[src/rtl/sys_ctrl_mc.sv]
// System control register block on the SMI IOC bus: version/ID constants, debug mode,
// per-channel TX gap and sync-type config, self-timed soft-sync pulses and a sticky error register.
module sys_ctrl_mc #(
  parameter int         N_CH       = 2,
  parameter int         GAP_W      = 4,
  parameter int         SYNC_LEN   = 4,
  parameter logic [7:0] MODULE_VER = 8'h02,
  parameter logic [7:0] SYSTEM_VER = 8'h01,
  parameter logic [7:0] MANU_ID    = 8'h01
) (
  input  logic                  i_sys_clk,
  input  logic                  i_rst_b,
  input  logic [4:0]            i_ioc,
  input  logic [7:0]            i_data_in,
  output logic [7:0]            o_data_out,
  input  logic                  i_cs,
  input  logic                  i_fetch_cmd,
  input  logic                  i_load_cmd,
  input  logic [7:0]            i_err_event,
  output logic                  o_err_irq,
  output logic                  o_debug_loopback,
  output logic [N_CH*GAP_W-1:0] o_tx_sample_gap,
  output logic [N_CH-1:0]       o_rx_sync_type,
  output logic [N_CH-1:0]       o_tx_sync_type,
  output logic [N_CH-1:0]       o_rx_sync,
  output logic [N_CH-1:0]       o_tx_sync
);

  localparam logic [4:0] IOC_MODULE_VER = 5'd0;
  localparam logic [4:0] IOC_SYSTEM_VER = 5'd1;
  localparam logic [4:0] IOC_MANU_ID    = 5'd2;
  localparam logic [4:0] IOC_ERR_STATE  = 5'd3;
  localparam logic [4:0] IOC_ERR_CLEAR  = 5'd4;
  localparam logic [4:0] IOC_DEBUG      = 5'd5;
  localparam logic [4:0] IOC_CH_SEL     = 5'd6;
  localparam logic [4:0] IOC_CH_CFG     = 5'd7;
  localparam logic [4:0] IOC_SOFT_SYNC  = 5'd8;
  localparam logic [4:0] IOC_SYNC_LEN   = 5'd9;
  localparam logic [4:0] IOC_ERR_MASK   = 5'd10;

  // A programmed length of zero still produces a one-cycle pulse.
  function automatic logic [7:0] eff_len(input logic [7:0] len);
    return (len == 8'd0) ? 8'd1 : len;
  endfunction

  logic                       fetch, load;
  logic [7:0]                 data_out_q, data_out_d;
  logic [7:0]                 err_state_q, err_state_d, err_clr;
  logic                       err_irq_q, err_irq_d;
  logic [7:0]                 err_mask_q, err_mask_d;
  logic                       loopback_q, loopback_d;
  logic [1:0]                 ch_sel_q, ch_sel_d;
  logic [N_CH-1:0][GAP_W-1:0] gap_q, gap_d;
  logic [N_CH-1:0]            rx_type_q, rx_type_d, tx_type_q, tx_type_d;
  logic [7:0]                 sync_len_q, sync_len_d;
  logic [N_CH-1:0][7:0]       rx_cnt_q, rx_cnt_d, tx_cnt_q, tx_cnt_d;
  logic [7:0]                 cfg_rd;

  // Fetch has priority: a simultaneous load is dropped.
  always_comb begin
    fetch = i_cs & i_fetch_cmd;
    load  = i_cs & i_load_cmd & ~i_fetch_cmd;
  end

  always_comb begin
    cfg_rd = 8'h00;
    for (int c = 0; c < N_CH; c++) begin
      if (ch_sel_q == 2'(c)) cfg_rd = {2'b00, tx_type_q[c], rx_type_q[c], 4'(gap_q[c])};
    end
    data_out_d = data_out_q;
    if (fetch) begin
      case (i_ioc)
        IOC_MODULE_VER: data_out_d = MODULE_VER;
        IOC_SYSTEM_VER: data_out_d = SYSTEM_VER;
        IOC_MANU_ID:    data_out_d = MANU_ID;
        IOC_ERR_STATE:  data_out_d = err_state_q;
        IOC_CH_SEL:     data_out_d = {6'b0, ch_sel_q};
        IOC_CH_CFG:     data_out_d = cfg_rd;
        IOC_SYNC_LEN:   data_out_d = sync_len_q;
        IOC_ERR_MASK:   data_out_d = err_mask_q;
        default:        data_out_d = 8'h00;
      endcase
    end
  end

  // Only debug bit 3 has any effect, so it is the only one kept.
  always_comb begin
    err_clr    = 8'h00;
    loopback_d = loopback_q;
    ch_sel_d   = ch_sel_q;
    gap_d      = gap_q;
    rx_type_d  = rx_type_q;
    tx_type_d  = tx_type_q;
    sync_len_d = sync_len_q;
    err_mask_d = err_mask_q;
    if (load) begin
      case (i_ioc)
        IOC_ERR_CLEAR: err_clr    = i_data_in;
        IOC_DEBUG:     loopback_d = i_data_in[3];
        IOC_CH_SEL:    ch_sel_d   = i_data_in[1:0];
        IOC_CH_CFG: begin
          for (int c = 0; c < N_CH; c++) begin
            if (ch_sel_q == 2'(c)) begin
              gap_d[c]     = i_data_in[GAP_W-1:0];
              rx_type_d[c] = i_data_in[4];
              tx_type_d[c] = i_data_in[5];
            end
          end
        end
        IOC_SYNC_LEN:  sync_len_d = i_data_in;
        IOC_ERR_MASK:  err_mask_d = i_data_in;
        default: ;
      endcase
    end
    // New events are ORed in after the clear so a simultaneous set survives.
    err_state_d = (err_state_q & ~err_clr) | (i_err_event & err_mask_q);
    err_irq_d   = |err_state_q;
  end

  // A trigger reloads the counter even mid-pulse, stretching the pulse without a gap.
  always_comb begin
    for (int c = 0; c < N_CH; c++) begin
      rx_cnt_d[c] = (rx_cnt_q[c] != 8'd0) ? rx_cnt_q[c] - 8'd1 : 8'd0;
      tx_cnt_d[c] = (tx_cnt_q[c] != 8'd0) ? tx_cnt_q[c] - 8'd1 : 8'd0;
      if (load && (i_ioc == IOC_SOFT_SYNC)) begin
        if (i_data_in[c])     rx_cnt_d[c] = eff_len(sync_len_q);
        if (i_data_in[4 + c]) tx_cnt_d[c] = eff_len(sync_len_q);
      end
      o_rx_sync[c] = |rx_cnt_q[c];
      o_tx_sync[c] = |tx_cnt_q[c];
    end
  end

  always_ff @(posedge i_sys_clk or negedge i_rst_b) begin
    if (!i_rst_b) begin
      data_out_q  <= 8'h00;
      err_state_q <= 8'h00;
      err_irq_q   <= 1'b0;
      err_mask_q  <= 8'hFF;
      loopback_q  <= 1'b0;
      ch_sel_q    <= 2'b00;
      gap_q       <= '0;
      rx_type_q   <= '0;
      tx_type_q   <= '0;
      sync_len_q  <= 8'(SYNC_LEN);
      rx_cnt_q    <= '0;
      tx_cnt_q    <= '0;
    end else begin
      data_out_q  <= data_out_d;
      err_state_q <= err_state_d;
      err_irq_q   <= err_irq_d;
      err_mask_q  <= err_mask_d;
      loopback_q  <= loopback_d;
      ch_sel_q    <= ch_sel_d;
      gap_q       <= gap_d;
      rx_type_q   <= rx_type_d;
      tx_type_q   <= tx_type_d;
      sync_len_q  <= sync_len_d;
      rx_cnt_q    <= rx_cnt_d;
      tx_cnt_q    <= tx_cnt_d;
    end
  end

  always_comb begin
    o_data_out       = data_out_q;
    o_err_irq        = err_irq_q;
    o_debug_loopback = loopback_q;
    o_tx_sample_gap  = gap_q;
    o_rx_sync_type   = rx_type_q;
    o_tx_sync_type   = tx_type_q;
  end

endmodule

[config.mk]
export PLATFORM = sky130hd
export DESIGN_NAME = sys_ctrl_mc
export DESIGN_NICKNAME = d
export VERILOG_FILES = /design/src/rtl/sys_ctrl_mc.sv
export SDC_FILE = /design/constraint.sdc
export NUM_CORES = 1
export LEC_CHECK = 0
export CAP_MARGIN = 10
export CORE_UTILIZATION = 44
export CTS_CLUSTER_SIZE = 24
export DETAILED_ROUTE_END_ITERATION = 10
export PLACE_DENSITY = 0.69
export SETUP_SLACK_MARGIN = 0.2
export SLEW_MARGIN = 0
export SYNTH_ARGS = -nofsm -noshare
export SYNTH_HDL_FRONTEND = slang
export SYNTH_SLANG_ARGS = --single-unit
export TNS_END_PERCENT = 5
[constraint.sdc]
create_clock -name i_sys_clk -period 5.82 [get_ports i_sys_clk]
set_clock_uncertainty 0.2 [all_clocks]
set_input_delay 0.582 -clock i_sys_clk [delete_from_list [all_inputs] [get_ports i_sys_clk]]
set_output_delay 0.582 -clock i_sys_clk [all_outputs]
set_load 0.02 [all_outputs]
==> impl_metrics.env, run 1 <==
export IMPL_ctsHoldBuffers=0
export IMPL_cts_buffers=9
export IMPL_top_layer="met4"
export IMPL_numPortBuffers=51
export IMPL_pwr_share_seq=0.491
export IMPL_path_max_fanout=6
export IMPL_p_per_area_nw_per_um2=354
export IMPL_route_met3_wl_microns=490
export IMPL_hold_path_class="input pin to asynchronous set/reset pin"
export IMPL_fmax_mhz=339
export IMPL_async_flop_share=1.00
export IMPL_clock_sinks=80
export IMPL_die_width_microns=100
export IMPL_cp_data_arrival_time_ps=2170
export IMPL_final_cell_mix="dfrtp_1, nand2_1, clkdlybuf4s50_1, mux2_2, o21ai_0"
export IMPL_io_pins=52
export IMPL_intPower_uw=1160
export IMPL_drtIter0Drc=190
export IMPL_finalHoldViolCount=0
export IMPL_synth_cells=409
export IMPL_core_area_sq_um=9330
export IMPL_drt_wl_total_mm=10.5
export IMPL_ys_flop_type="dfrtp_1"
export IMPL_htreeDepth=3
export IMPL_grt_max_degree=81
export IMPL_final_common_cell="dfrtp_1"
export IMPL_power_clock_fraction=0.211
export IMPL_ys_ff_latch=80
export IMPL_fin_setup_tns_ps=0
export IMPL_critPathRequiredTime_ps=5040
export IMPL_end_kind="primary output"
export IMPL_p_comb_frac=0.298
export IMPL_synth_nets=443
export IMPL_yosysSeqAreaShare=0.472
export IMPL_rsz0062_at_grt="no"
export IMPL_hpwl_mm=7.29
export IMPL_fillerInstances=815
export IMPL_max_slew_margin=0.335
export IMPL_cts_tree="built"
export IMPL_postCtsResizedCells=0
export IMPL_path_clk_slew_ps=80
export IMPL_rows=35
export IMPL_ys_warnings_count=0
export IMPL_dieArea_sq_um=10100
export IMPL_wirelength_met1_mm=4.87
export IMPL_overflow=0
export IMPL_gp_congestion=0.841
export IMPL_switchingPower_uw=626
export IMPL_fin_crit_ps=2950
export IMPL_netlist_area_sq_um=4270
export IMPL_synthToLayoutAreaGrowth_pct=18.2
export IMPL_ys_types=54
export IMPL_track_usage=0.220
export IMPL_wl_per_cell_microns=17.8
export IMPL_period_share=0.507
export IMPL_finalMaxSlewViolations=0
export IMPL_antenna_found_initial=0
export IMPL_startpoint_type="flop"
export IMPL_path_cells="nor4_1 -> and3_1 -> inv_1 -> clkdlybuf4s50_1"
export IMPL_power_leakage_uw=0.00211
export IMPL_synth_edff_count=0
export IMPL_swShare=0.351
export IMPL_worstMarginPinSlew_ps=997
export IMPL_peakVddDrop_mv=0.171
export IMPL_diodes=0
export IMPL_clock_root_buffer="clkbuf_8"
export IMPL_start_util=0.457
export IMPL_setup_viol=0
export IMPL_cap_violations=0
export IMPL_met2_length_mm=4.93
export IMPL_yosysTopAreaCell="dfrtp_1"
export IMPL_nets=489
export IMPL_avgSynthCellArea_sq_um=10.4
export IMPL_place_ws_ps=2840
export IMPL_slowest_stage="clkdlybuf4s50_1"
export IMPL_dieHeight_microns=100
export IMPL_status="finished, final reports clean"
export IMPL_grt_pass1_wl_mm=16.8
export IMPL_synth_top_area_share=0.417
export IMPL_cts_setup_buffers=0
export IMPL_layout_drive_gt1_share=0.159
export IMPL_viasPerCell=5.69
export IMPL_setup_ws_ps=2870
export IMPL_yosys_top_cells_area="dfrtp_1, mux2_2, dfstp_2, nand2_1, o21ai_0"
export IMPL_grt_pass1_vias=3146
export IMPL_num_vias=3352
export IMPL_clock_latency_ps=360
export IMPL_cts_buffer_depth=2
export IMPL_cp_slowest_stage_delay_ps=550
export IMPL_drc_errors=0
export IMPL_first_pass_iters=4
export IMPL_setup_worst_path_class="flop to primary output"
export IMPL_postRouteAntennaNets=0
export IMPL_rrSetupSlack_ps=3730
[synth_stat cells (9+ instances only)]
master,instances
mux2_2,35
o21ai_0,32
nor3b_1,9
xor2_1,9
nor3_1,14
dfstp_2,9
clkbuf_1,13
dfrtp_1,71
nand2_1,51
or4_1,10
and3_1,11
a21oi_1,9
inv_1,12
[critical path: cells and delay by family, from the launching register on]
kind                   cells  cell delay (ps)
buffers and inverters      2              680
DFF                        1              430
and+or+nand+nor            2              700
[power groups by stage]
stage | sequential, uW | clock [uW] | combinational (uW)
2_1_floorplan | 837 | 0 | 407
3_3_place_gp | 879 | 0 | 510
4_1_cts | 874 | 386 | 537
6_report | 877 | 376 | 531
5_1_grt | 904 | 407 | 604
3_5_place_dp | 881 | 0 | 535
[through the flow]
step	power (uW)	utilization	instance area (sq um)	std cells	hold WS, ps
after CTS	1800	0.540	5040	589	227
after global placement	1390	0.522	4870	573	284
after floorplan	1240	-	4270	409	86.4
final	1780	0.540	5040	589	181
after detailed placement	1420	0.522	4870	573	288
after global routing	1920	0.540	5040	589	269
[flip-flops by register name, indices dropped and copies added (netlist names), 8 cells and up]
name,flops
sync_len_q,8
o_tx_sample_gap,8
o_data_out,8
tx_cnt_q,16
rx_cnt_q,16
err_state_q,8
err_mask_q,8
[worst paths after layout]
| check | start | to | depth (start not counted) |
|---|---|---|---|
| max | rx_cnt_q[12] | o_rx_sync[1] | 4 |
| min | i_rst_b | tx_cnt_q[14] | 1 |
| max reg2reg | tx_cnt_q[4] | tx_cnt_q[7] | 4 |
| min reg2reg | o_data_out[4] | o_data_out[4] | 2 |
| max in group asynchronous | i_rst_b | err_state_q[3] | 1 |
| min in group i_sys_clk | o_data_out[4] | o_data_out[4] | 2 |
[layer usage]
metal,track usage,up-vias
li1,-,1615
met1,0.306,1631
met2,0.341,90
met3,0.0479,16
met4,0.0758,0
met5,0,-
[layout make-up]
type                    instances  area (sq um)  area share
clock buffers                  12           145      0.0288
inverters                      12          45.0     0.00894
well taps                     129           161      0.0320
multi-input cells             300          2130       0.423
repair buffers                 52           515       0.102
flip-flops and latches         80          2010       0.399
clock inverters                 4          28.8     0.00571
[cells by family (layout without fill, tap and decap cells)]
family,Yosys count,count (layout),synth area share
AND/OR/NAND/NOR,154,154,0.212
AO/OA/AOI/OAI,86,86,0.133
flip-flops,80,80,0.472
multiplexers,43,43,0.114
buffers and inverters,29,80,0.0282
XOR/XNOR,9,9,0.0185
adder cells (fa/ha/maj),8,8,0.0235
Note: power is estimated with default switching activity, not from simulation.
==> run 2, diff against run 1 <==
==> constraint.sdc (replaced) <==
create_clock -name i_sys_clk -period 2.8 [get_ports i_sys_clk]
set_clock_uncertainty 0.2 [all_clocks]
set_input_delay 0.28 -clock i_sys_clk [delete_from_list [all_inputs] [get_ports i_sys_clk]]
set_output_delay 0.28 -clock i_sys_clk [all_outputs]
set_load 0.02 [all_outputs]
==> run 2 against run 1 <==
Effect of this change:
- sequential cell count unchanged
- combinational power is 120% higher
- cell area is 3.5% higher
- via count grew 1.9%
- global-route usage grew 0.75 points
- total power rose by 120%
- sequential power increased by 110%
- first-iteration DRC count is 21% lower
- sequential share of layout area is 1.3 points lower
- utilization increased by 1.9 points
- largest power group unchanged
- highest routed layer unchanged
==> impl_metrics.env, run 2 (synthesis results as in run 1) <==
export IMPL_status="finished, final reports clean"
export IMPL_drt_wl_total_mm=10.7
export IMPL_diodes=0
export IMPL_grt_max_degree=54
export IMPL_rrSetupSlack_ps=710
export IMPL_viasPerCell=5.66
export IMPL_end_kind="primary output"
export IMPL_finalMaxSlewViolations=0
export IMPL_top_layer="met4"
export IMPL_numPortBuffers=51
export IMPL_start_util=0.457
export IMPL_synthToLayoutAreaGrowth_pct=22.3
export IMPL_route_met3_wl_microns=351
export IMPL_rows=35
export IMPL_clock_sinks=80
export IMPL_path_clk_slew_ps=80
export IMPL_clock_root_buffer="clkbuf_8"
export IMPL_overflow=0
export IMPL_cp_data_arrival_time_ps=2090
export IMPL_startpoint_type="flop"
export IMPL_grt_pass1_vias=3418
export IMPL_grt_pass1_wl_mm=17.5
export IMPL_dieArea_sq_um=10100
export IMPL_worstMarginPinSlew_ps=696
export IMPL_cts_buffer_depth=2
export IMPL_rsz0062_at_grt="yes"
export IMPL_power_leakage_uw=0.00220
export IMPL_fillerInstances=832
export IMPL_cts_buffers=9
export IMPL_htreeDepth=3
export IMPL_postRouteAntennaNets=0
export IMPL_fmax_mhz=389
export IMPL_num_vias=3415
export IMPL_p_per_area_nw_per_um2=738
export IMPL_peakVddDrop_mv=0.366
export IMPL_nets=503
export IMPL_finalHoldViolCount=0
export IMPL_first_pass_iters=4
export IMPL_gp_congestion=0.875
export IMPL_met2_length_mm=5.18
export IMPL_hold_path_class="flop to flop"
export IMPL_period_share=0.917
export IMPL_path_max_fanout=6
export IMPL_wl_per_cell_microns=17.7
export IMPL_clock_latency_ps=360
export IMPL_wirelength_met1_mm=4.96
export IMPL_io_pins=52
export IMPL_max_slew_margin=0.536
export IMPL_setup_ws_ps=232
export IMPL_layout_drive_gt1_share=0.200
export IMPL_final_common_cell="dfrtp_1"
export IMPL_setup_worst_path_class="flop to primary output"
export IMPL_dieHeight_microns=100
export IMPL_cap_violations=0
export IMPL_fin_setup_tns_ps=0
export IMPL_core_area_sq_um=9330
export IMPL_track_usage=0.228
export IMPL_die_width_microns=100
export IMPL_drc_errors=0
export IMPL_fin_crit_ps=2570
export IMPL_place_ws_ps=233
export IMPL_cts_tree="built"
export IMPL_reg_top3="rx_cnt_q x16, tx_cnt_q x16"
export IMPL_setup_viol=0
export IMPL_hpwl_mm=7.50
export IMPL_critPathRequiredTime_ps=2320
export IMPL_final_cell_mix="dfrtp_1, nand2_1, clkdlybuf4s50_1, mux2_2, o21ai_0"
export IMPL_antenna_found_initial=0
export IMPL_drtIter0Drc=151
-- run 2: cell types whose count changed in the layout (fill, tap and decap cells not counted), sizes merged --
cell / before / now
bufinv: 0 / 1
dlygate4sd3: 0 / 1
inv: 13 / 12
clkbuf: 12 / 9
buf: 2 / 15
clkinv: 1 / 4
-- run 2: timing repair --
item                       CTS  global route
resized for setup            2             5
hold endpoints to repair    50             0
setup buffers                0             0
setup endpoints to repair    4             4
hold buffers                 1             0
-- run 2: worst paths after layout --
check	startpoint	cells past startpoint	end
max reg2reg	tx_cnt_q[4]	4	tx_cnt_q[7]
max in group asynchronous	i_rst_b	3	sync_len_q[2]
min	o_data_out[7]	2	o_data_out[7]
max	rx_cnt_q[12]	4	o_rx_sync[1]
min in group asynchronous	i_rst_b	2	tx_cnt_q[15]
min reg2reg	o_data_out[7]	2	o_data_out[7]
-- run 2: area by class of cell --
cell class / instances / area (sq um) / share of cell area
Sequential cell: 80 / 2010 / 0.386
Inverter: 12 / 45.0 / 0.00864
Clock buffer: 9 / 124 / 0.0237
Tap cell: 129 / 161 / 0.0309
Timing Repair Buffer: 66 / 636 / 0.122
Multi-Input combinational cell: 300 / 2160 / 0.415
Clock inverter: 7 / 72.6 / 0.0139
-- run 2: critical path: stages (launching register included) --
cell and delay (ps):
dfrtp_1 440, nor4_2 350, and3_2 300, inv_1 90
clkdlybuf4s50_1 540
-- run 2: where the power goes --
group          switching, uW  internal [uW]
Sequential               370           1480
Clock                    443            411
Combinational            541            605
-- run 2: stage by stage --
step | total power (uW) | area [sq um] | std cells | util | hold slack (ps)
6_report | 3850 | 5220 | 603 | 0.559 | 286
5_1_grt | 4130 | 5220 | 603 | 0.559 | 318
2_1_floorplan | 2590 | 4270 | 409 | - | -216
3_3_place_gp | 2910 | 4980 | 586 | 0.534 | 170
4_1_cts | 3830 | 5190 | 603 | 0.556 | 294
3_5_place_dp | 2960 | 4980 | 586 | 0.534 | 176
-- run 2: metal layers --
layer / vias up / track usage
met3: 12 / 0.0409
met4: 0 / 0.0769
li1: 1635 / -
met2: 77 / 0.375
met5: - / 0
met1: 1691 / 0.303
